`config.mk`:
```
export PLATFORM = sky130hd
export DESIGN_NAME = axi_burst_writer_flat
export DESIGN_NICKNAME = d
export VERILOG_FILES = /design/src/rtl/axi_burst_pkg.sv /design/src/rtl/axi_burst_writer_if.sv /design/src/rtl/axi_burst_writer.sv /design/src/flat_wrapper.sv
export SDC_FILE = /design/constraint.sdc
export NUM_CORES = 1
export LEC_CHECK = 0
export ABC_CLOCK_PERIOD_IN_PS = 7400
export BUFFER_PORTS_ARGS = -buffer_cell sky130_fd_sc_hd__buf_2
export CAP_MARGIN = 10
export CORE_MARGIN = 2
export CORE_UTILIZATION = 45
export CTS_CLUSTER_DIAMETER = 50
export CTS_CLUSTER_SIZE = 16
export DETAILED_ROUTE_END_ITERATION = 8
export PLACE_DENSITY = 0.73
export REMOVE_ABC_BUFFERS = 1
export SYNTH_ARGS = -nofsm -noshare
export SYNTH_HDL_FRONTEND = slang
export SYNTH_SLANG_ARGS = --single-unit
export TNS_END_PERCENT = 10
```
`constraint.sdc`:
```
create_clock -name axi_aclk -period 7.4 [get_ports axi_aclk]
set_input_delay 1.48 -clock axi_aclk [delete_from_list [all_inputs] [get_ports axi_aclk]]
set_output_delay 1.48 -clock axi_aclk [all_outputs]
set_load 0.005 [all_outputs]
```
`src/rtl/axi_burst_pkg.sv`:
```
// Shared types for the AXI burst writer: FSM state encoding and B-channel response codes.
package axi_burst_pkg;

    typedef enum logic [2:0] {
        IDLE = 3'd0,
        ADDR = 3'd1,
        DATA = 3'd2,
        RESP = 3'd3,
        FIN  = 3'd4
    } state_t;

    localparam logic [1:0] BRESP_OKAY = 2'b00;

endpackage

```
`src/rtl/axi_burst_writer_if.sv`:
```
// AXI4 write-channel bundle (AW, W, B) between the burst writer (master) and a slave.
interface axi_burst_writer_if #(
    parameter int unsigned ASIZE  = 32,
    parameter int unsigned DSIZE  = 64,
    parameter int unsigned IDSIZE = 4,
    parameter int unsigned LSIZE  = 8
) ();

    logic [IDSIZE-1:0]  axi_awid;
    logic [ASIZE-1:0]   axi_awaddr;
    logic [LSIZE-1:0]   axi_awlen;
    logic               axi_awvalid;
    logic               axi_awready;

    logic [DSIZE-1:0]   axi_wdata;
    logic [DSIZE/8-1:0] axi_wstrb;
    logic               axi_wlast;
    logic               axi_wvalid;
    logic               axi_wready;

    logic [IDSIZE-1:0]  axi_bid;
    logic [1:0]         axi_bresp;
    logic               axi_bvalid;
    logic               axi_bready;

    modport master (
        output axi_awid, axi_awaddr, axi_awlen, axi_awvalid,
        input  axi_awready,
        output axi_wdata, axi_wstrb, axi_wlast, axi_wvalid,
        input  axi_wready,
        input  axi_bid, axi_bresp, axi_bvalid,
        output axi_bready
    );

    modport slave (
        input  axi_awid, axi_awaddr, axi_awlen, axi_awvalid,
        output axi_awready,
        input  axi_wdata, axi_wstrb, axi_wlast, axi_wvalid,
        output axi_wready,
        output axi_bid, axi_bresp, axi_bvalid,
        input  axi_bready
    );

endinterface

```
`src/rtl/axi_burst_writer.sv`:
```
// Splits a stream of total_beats words into AXI write bursts, one burst outstanding at a time.
// Optional macro BRESP_CHECK_EN: flag non-OKAY B responses on the sticky resp_err output.
module axi_burst_writer
    import axi_burst_pkg::*;
#(
    parameter int unsigned ASIZE     = 32,
    parameter int unsigned DSIZE     = 64,
    parameter int unsigned IDSIZE    = 4,
    parameter int unsigned LSIZE     = 8,
    parameter int unsigned ID        = 0,
    parameter int unsigned ADDR_STEP = 1
) (
    input  logic               axi_aclk,
    input  logic               axi_areset,

    input  logic               start,
    input  logic [ASIZE-1:0]   base_addr,
    input  logic [31:0]        total_beats,
    input  logic [LSIZE:0]     burst_len,
    output logic               busy,
    output logic               done,
    output logic               resp_err,

    input  logic [DSIZE-1:0]   s_data,
    input  logic               s_valid,
    output logic               s_ready,

    axi_burst_writer_if.master axi
);

    localparam int unsigned BW = LSIZE + 1;

    state_t           state;
    state_t           next_state;
    logic [BW-1:0]    blen;
    logic [BW-1:0]    beats;
    logic [BW-1:0]    beat_cnt;
    logic [BW-1:0]    len_src;
    logic [BW-1:0]    beats_nxt;
    logic [31:0]      remaining;
    logic [31:0]      rem_src;
    logic [ASIZE-1:0] addr_inc;
    logic             w_hs;
    logic             wlast_c;
    logic             b_acc;

    assign axi.axi_awid = IDSIZE'(ID);

    // State register
    always_ff @(posedge axi_aclk) begin
        if (axi_areset) state <= IDLE;
        else            state <= next_state;
    end

    // Next state, W pass-through and the length/remaining sources for the next burst
    always_comb begin
        next_state     = state;
        w_hs           = 1'b0;
        wlast_c        = 1'b0;
        b_acc          = 1'b0;
        s_ready        = 1'b0;
        axi.axi_wvalid = 1'b0;
        axi.axi_wlast  = 1'b0;
        axi.axi_wdata  = s_data;
        axi.axi_wstrb  = '1;
        len_src        = blen;
        rem_src        = remaining - 32'(beats);
        case (state)
            IDLE: begin
                if (start) begin
                    len_src    = (burst_len == '0) ? BW'(1) : burst_len;
                    rem_src    = total_beats;
                    next_state = (total_beats == 32'd0) ? FIN : ADDR;
                end
            end
            ADDR: begin
                if (axi.axi_awvalid && axi.axi_awready) next_state = DATA;
            end
            DATA: begin
                s_ready        = axi.axi_wready;
                axi.axi_wvalid = s_valid;
                wlast_c        = (beat_cnt == beats - BW'(1));
                axi.axi_wlast  = wlast_c;
                w_hs           = s_valid && axi.axi_wready;
                if (w_hs && wlast_c) next_state = RESP;
            end
            RESP: begin
                b_acc = axi.axi_bvalid && (axi.axi_bid == IDSIZE'(ID));
                if (b_acc) next_state = (rem_src != 32'd0) ? ADDR : FIN;
            end
            FIN:     next_state = IDLE;
            default: next_state = IDLE;
        endcase
        beats_nxt = (32'(len_src) < rem_src) ? len_src : BW'(rem_src);
        addr_inc  = ASIZE'(32'(beats) * ADDR_STEP);
    end

    // Registered control outputs and burst bookkeeping
    always_ff @(posedge axi_aclk) begin
        if (axi_areset) begin
            busy            <= 1'b0;
            done            <= 1'b0;
            axi.axi_awvalid <= 1'b0;
            axi.axi_awaddr  <= '0;
            axi.axi_awlen   <= '0;
            axi.axi_bready  <= 1'b0;
            blen            <= '0;
            beats           <= '0;
            beat_cnt        <= '0;
            remaining       <= '0;
        end else begin
            busy            <= (next_state != IDLE);
            done            <= (state == FIN);
            axi.axi_awvalid <= (next_state == ADDR);
            axi.axi_bready  <= (next_state == RESP);
            if (state == IDLE && start) begin
                blen           <= len_src;
                remaining      <= total_beats;
                axi.axi_awaddr <= base_addr;
            end
            // AW fields are loaded only on entry to ADDR so they hold while awready is low
            if (next_state == ADDR && state != ADDR) begin
                beats         <= beats_nxt;
                axi.axi_awlen <= LSIZE'(beats_nxt - BW'(1));
            end
            if (b_acc) begin
                remaining      <= rem_src;
                axi.axi_awaddr <= axi.axi_awaddr + addr_inc;
            end
            if (w_hs) beat_cnt <= wlast_c ? '0 : beat_cnt + BW'(1);
        end
    end

`ifdef BRESP_CHECK_EN
    // Sticky error on any accepted non-OKAY response, cleared by the next start
    always_ff @(posedge axi_aclk) begin
        if (axi_areset)                          resp_err <= 1'b0;
        else if (state == IDLE && start)         resp_err <= 1'b0;
        else if (b_acc && axi.axi_bresp != BRESP_OKAY) resp_err <= 1'b1;
    end
`else
    assign resp_err = 1'b0;
`endif

endmodule

```
`src/flat_wrapper.sv`:
```
// flat-port wrapper written by rule: the top's interface ports become plain ports
module axi_burst_writer_flat import axi_burst_pkg::*;
#(
    parameter int unsigned ASIZE     = 32,
    parameter int unsigned DSIZE     = 64,
    parameter int unsigned IDSIZE    = 4,
    parameter int unsigned LSIZE     = 8,
    parameter int unsigned ID        = 0,
    parameter int unsigned ADDR_STEP = 1
)
  (axi_aclk, axi_areset, start, base_addr, total_beats, burst_len, busy, done, resp_err, s_data, s_valid, s_ready, axi_axi_awid, axi_axi_awaddr, axi_axi_awlen, axi_axi_awvalid, axi_axi_awready, axi_axi_wdata, axi_axi_wstrb, axi_axi_wlast, axi_axi_wvalid, axi_axi_wready, axi_axi_bid, axi_axi_bresp, axi_axi_bvalid, axi_axi_bready);
  axi_burst_writer_if #(.ASIZE(ASIZE), .DSIZE(DSIZE), .IDSIZE(IDSIZE), .LSIZE(LSIZE)) axi_i ();
  input  logic axi_aclk;
  input  logic axi_areset;
  input  logic start;
  input  logic [ASIZE-1:0] base_addr;
  input  logic [31:0] total_beats;
  input  logic [LSIZE:0] burst_len;
  output logic busy;
  output logic done;
  output logic resp_err;
  input  logic [DSIZE-1:0] s_data;
  input  logic s_valid;
  output logic s_ready;
  output wire logic [$bits(axi_i.axi_awid)-1:0] axi_axi_awid;
  output wire logic [$bits(axi_i.axi_awaddr)-1:0] axi_axi_awaddr;
  output wire logic [$bits(axi_i.axi_awlen)-1:0] axi_axi_awlen;
  output wire logic [$bits(axi_i.axi_awvalid)-1:0] axi_axi_awvalid;
  input wire logic [$bits(axi_i.axi_awready)-1:0] axi_axi_awready;
  output wire logic [$bits(axi_i.axi_wdata)-1:0] axi_axi_wdata;
  output wire logic [$bits(axi_i.axi_wstrb)-1:0] axi_axi_wstrb;
  output wire logic [$bits(axi_i.axi_wlast)-1:0] axi_axi_wlast;
  output wire logic [$bits(axi_i.axi_wvalid)-1:0] axi_axi_wvalid;
  input wire logic [$bits(axi_i.axi_wready)-1:0] axi_axi_wready;
  input wire logic [$bits(axi_i.axi_bid)-1:0] axi_axi_bid;
  input wire logic [$bits(axi_i.axi_bresp)-1:0] axi_axi_bresp;
  input wire logic [$bits(axi_i.axi_bvalid)-1:0] axi_axi_bvalid;
  output wire logic [$bits(axi_i.axi_bready)-1:0] axi_axi_bready;
  assign axi_axi_awid = axi_i.axi_awid;
  assign axi_axi_awaddr = axi_i.axi_awaddr;
  assign axi_axi_awlen = axi_i.axi_awlen;
  assign axi_axi_awvalid = axi_i.axi_awvalid;
  assign axi_i.axi_awready = axi_axi_awready;
  assign axi_axi_wdata = axi_i.axi_wdata;
  assign axi_axi_wstrb = axi_i.axi_wstrb;
  assign axi_axi_wlast = axi_i.axi_wlast;
  assign axi_axi_wvalid = axi_i.axi_wvalid;
  assign axi_i.axi_wready = axi_axi_wready;
  assign axi_i.axi_bid = axi_axi_bid;
  assign axi_i.axi_bresp = axi_axi_bresp;
  assign axi_i.axi_bvalid = axi_axi_bvalid;
  assign axi_axi_bready = axi_i.axi_bready;
  axi_burst_writer #(.ASIZE(ASIZE), .DSIZE(DSIZE), .IDSIZE(IDSIZE), .LSIZE(LSIZE), .ID(ID), .ADDR_STEP(ADDR_STEP)) u_core (.axi_aclk(axi_aclk), .axi_areset(axi_areset), .start(start), .base_addr(base_addr), .total_beats(total_beats), .burst_len(burst_len), .busy(busy), .done(done), .resp_err(resp_err), .s_data(s_data), .s_valid(s_valid), .s_ready(s_ready), .axi(axi_i));
endmodule
```
==> qor.yml <==
placement:
  placed_cell_area_um2: 8180
  post-dp-hpwl_mm: 20.9
  place.port_buffers: 130
  gp_congestion: 0.946
floorplan:
  start_util_pct: 45.8
  core-area_um2: 17200
  fp-row-count: 48
  io-pin-count: 274
  die_h_um: 136
  die_w_um: 136
  die-area_um2: 18600
clock_network:
  clkTransAtPathRegs_ns: 0.07
  holdBufCountCts: 0
  cts_inserted_buffers: 9
  cts_setup_buffers: 0
  clockBufferDepth: 2
  cts_tree: "built"
  worstSkewPairLatency_ns: 0.37
  cts_num_sinks: 106
  cts_resized: 0
  root_buffer: "clkbuf_16"
  htree_levels: 3
synth:
  async_flop_share_pct: 0
  ys_seq_area_share_pct: 26.9
  synth_area_um2: 7880
  synth_flop_cell: "dfxtp_1"
  yosys_warnings: 0
  synth.avg_cell_area_um2: 7.56
  syn_inst: 1042
  yosys.cell_types.count: 71
  synth-edff-count: 0
  ys_seq_elements: 106
flow_run:
  cap_viol_max_count: 0
cells_and_area:
  final_common_cell: "buf_2"
  fin_nets: 1257
  final_cell_mix: "buf_2, dfxtp_1, nor2_1, nand2_1, a21oi_1"
  area_growth_pct: 7.90
  nFillCells: 1738
  diodes: 0
  multi_input_area_um2: 4870
  seq_area_um2: 2120
  final_area_um2: 8500
  layout-drive-gt1-share_pct: 16.2
routing:
  routed_wl_mm: 27.2
  route.vias.total: 7917
  wire_per_inst_um: 20.8
  vias_per_cell: 6.07
  first_pass_iters: 5
  drc: 0
  ant_nets: 0
  drtIter0Drc: 684
power_and_ir_drop:
  max-vdd-ir-drop_uv: 144
  power_density_nw_per_um2: 218
  p_leak_uw: 0.00350
critical_path:
  crit_type: "reg2reg"
  startpoint_type: "flop"
  cp.arrival_ns: 5.86
  required_ns: 7.67
  end_kind: "flop"
  rrSetupSlack_ns: 1.81
  crit_fanout: 18
timing:
  period_share_pct: 75.5
  period_minus_slack_ns: 5.59
  rsz0062_at_grt: "false"
  clock_skew_ns: 0.0116
  slew_headroom_pct: 36.1
  clock.fmax_mhz: 179
  setup_viol: 0
  finalHoldViolations: 0
  timing.setup.tns_ns: 0
  tightest_slew_ns: 0.957
  report.final.slew_viol_count: 0
global_routing:
  grt_first_pass_wirelength_mm: 41.2
  grt_antenna_before_repair: 0
  grt_pass1_vias: 7129
  grt_use_total_pct: 29.1
  grt-ovfl-total: 0
  grt_max_degree: 78
hold_path:
  hold_path.class: "reg2reg"
outcome:
  status: "finished clean"
## cells by family after synthesis
kind of cell | count (synthesis) | share of synthesized area [%]
flip-flops | 106 | 26.9
buffers and inverters | 171 | 11.9
XOR/XNOR | 49 | 5.45
other | 2 | 0.0954
multiplexers | 18 | 2.32
AND/OR/NAND/NOR | 387 | 24.5
adder cells (fa/ha/maj) | 31 | 5.12
AO/OA/AOI/OAI | 278 | 23.7
## final timing paths
check                                            start                                    to  cells after the start
setup / recovery          u_core.beats[0]$_SDFFE_PP0P_  u_core.axi.axi_awlen[6]$_SDFFE_PP0P_                     24
hold / removal    u_core.axi.axi_awlen[0]$_SDFFE_PP0P_  u_core.axi.axi_awlen[0]$_SDFFE_PP0P_                      2
setup reg to reg          u_core.beats[0]$_SDFFE_PP0P_  u_core.axi.axi_awlen[6]$_SDFFE_PP0P_                     24
hold reg to reg   u_core.axi.axi_awlen[0]$_SDFFE_PP0P_  u_core.axi.axi_awlen[0]$_SDFFE_PP0P_                      2
## cell usage after synthesis, types with 16 or more instances
master | count | area share (%)
dfxtp_1 | 106 | 27
nor2_1 | 105 | 5.0
nand2_1 | 102 | 4.9
buf_4 | 77 | 7.3
a21oi_1 | 61 | 3.9
o21ai_0 | 48 | 3.1
clkbuf_1 | 42 | 2.0
inv_1 | 40 | 1.9
a211oi_1 | 33 | 3.1
xnor2_1 | 32 | 3.6
ha_1 | 29 | 4.6
nor3_1 | 29 | 1.8
and3_1 | 28 | 2.2
nand3_1 | 28 | 1.8
a31oi_1 | 24 | 1.9
nor4_1 | 20 | 1.6
o211ai_1 | 20 | 1.9
xor2_1 | 17 | 1.9
mux2i_1 | 16 | 2.0
## critical path: stages (launching register included)
cell       delay, ns
dfxtp_1         0.52
ha_1            0.21
inv_1           0.05
fa_1            0.40
a21o_1          0.23
a221o_1         0.39
a21o_1          0.21
a21oi_1         0.17
xor2_1          0.24
nor2_1          0.07
a21oi_1         0.27
ha_1            0.26
o22a_1          0.14
o21ai_0         0.07
a221oi_1        0.22
o2111ai_1       0.23
nor4_4          0.25
buf_4           0.26
mux2_2          0.39
ha_1            0.28
nand2_1         0.09
nor3_1          0.06
xnor2_1         0.17
nand2_1         0.07
a311oi_1        0.25
## sequential cells by signal (all words and copies together) (netlist names)
name                    cells
u_core.blen                 9
u_core.axi.axi_awvalid      1
u_core.axi.axi_bready       1
u_core.axi.axi_awlen        8
u_core.beats                9
u_core.remaining           32
u_core.axi.axi_awaddr      32
u_core.beat_cnt             9
u_core.state                3
u_core.done                 1
u_core.busy                 1
## layer usage
layer  routed length (µm)  GRT usage [%]
met1                11100           36.2
met2                11500           42.9
met3                 4190           17.5
met4                  366           6.25
met5                   49           4.44
## cell type report
type / instances / area share [%]
tap: 225 / 3.31
clock buffer: 9 / 2.65
timing repair buffer: 143 / 8.95
clock inverter: 6 / 1.07
multi-input combinational: 776 / 57.3
inverter: 40 / 1.77
sequential: 106 / 25.0
## per-stage QoR
step / hold slack [ns] / power (µW) / cells / utilization, % / setup slack [ns]
finish: 0.465 / 1850 / 1305 / 49.5 / 1.81
global route: 0.496 / 1950 / 1305 / 49.5 / 1.33
CTS: 0.469 / 1840 / 1305 / 49.5 / 1.83
detailed placement: 0.459 / 1320 / 1290 / 47.6 / 1.53
global placement: 0.444 / 1310 / 1290 / 47.6 / 1.58
floorplan: 0.447 / 1110 / 922 / - / -4.85
## where the power goes
part	total (µW)	switching [µW]	internal [µW]
clock	533	236	297
combinational	654	398	256
sequential	663	48.8	615
total	1850	683	1170
Power figures use the tool's default switching activity.
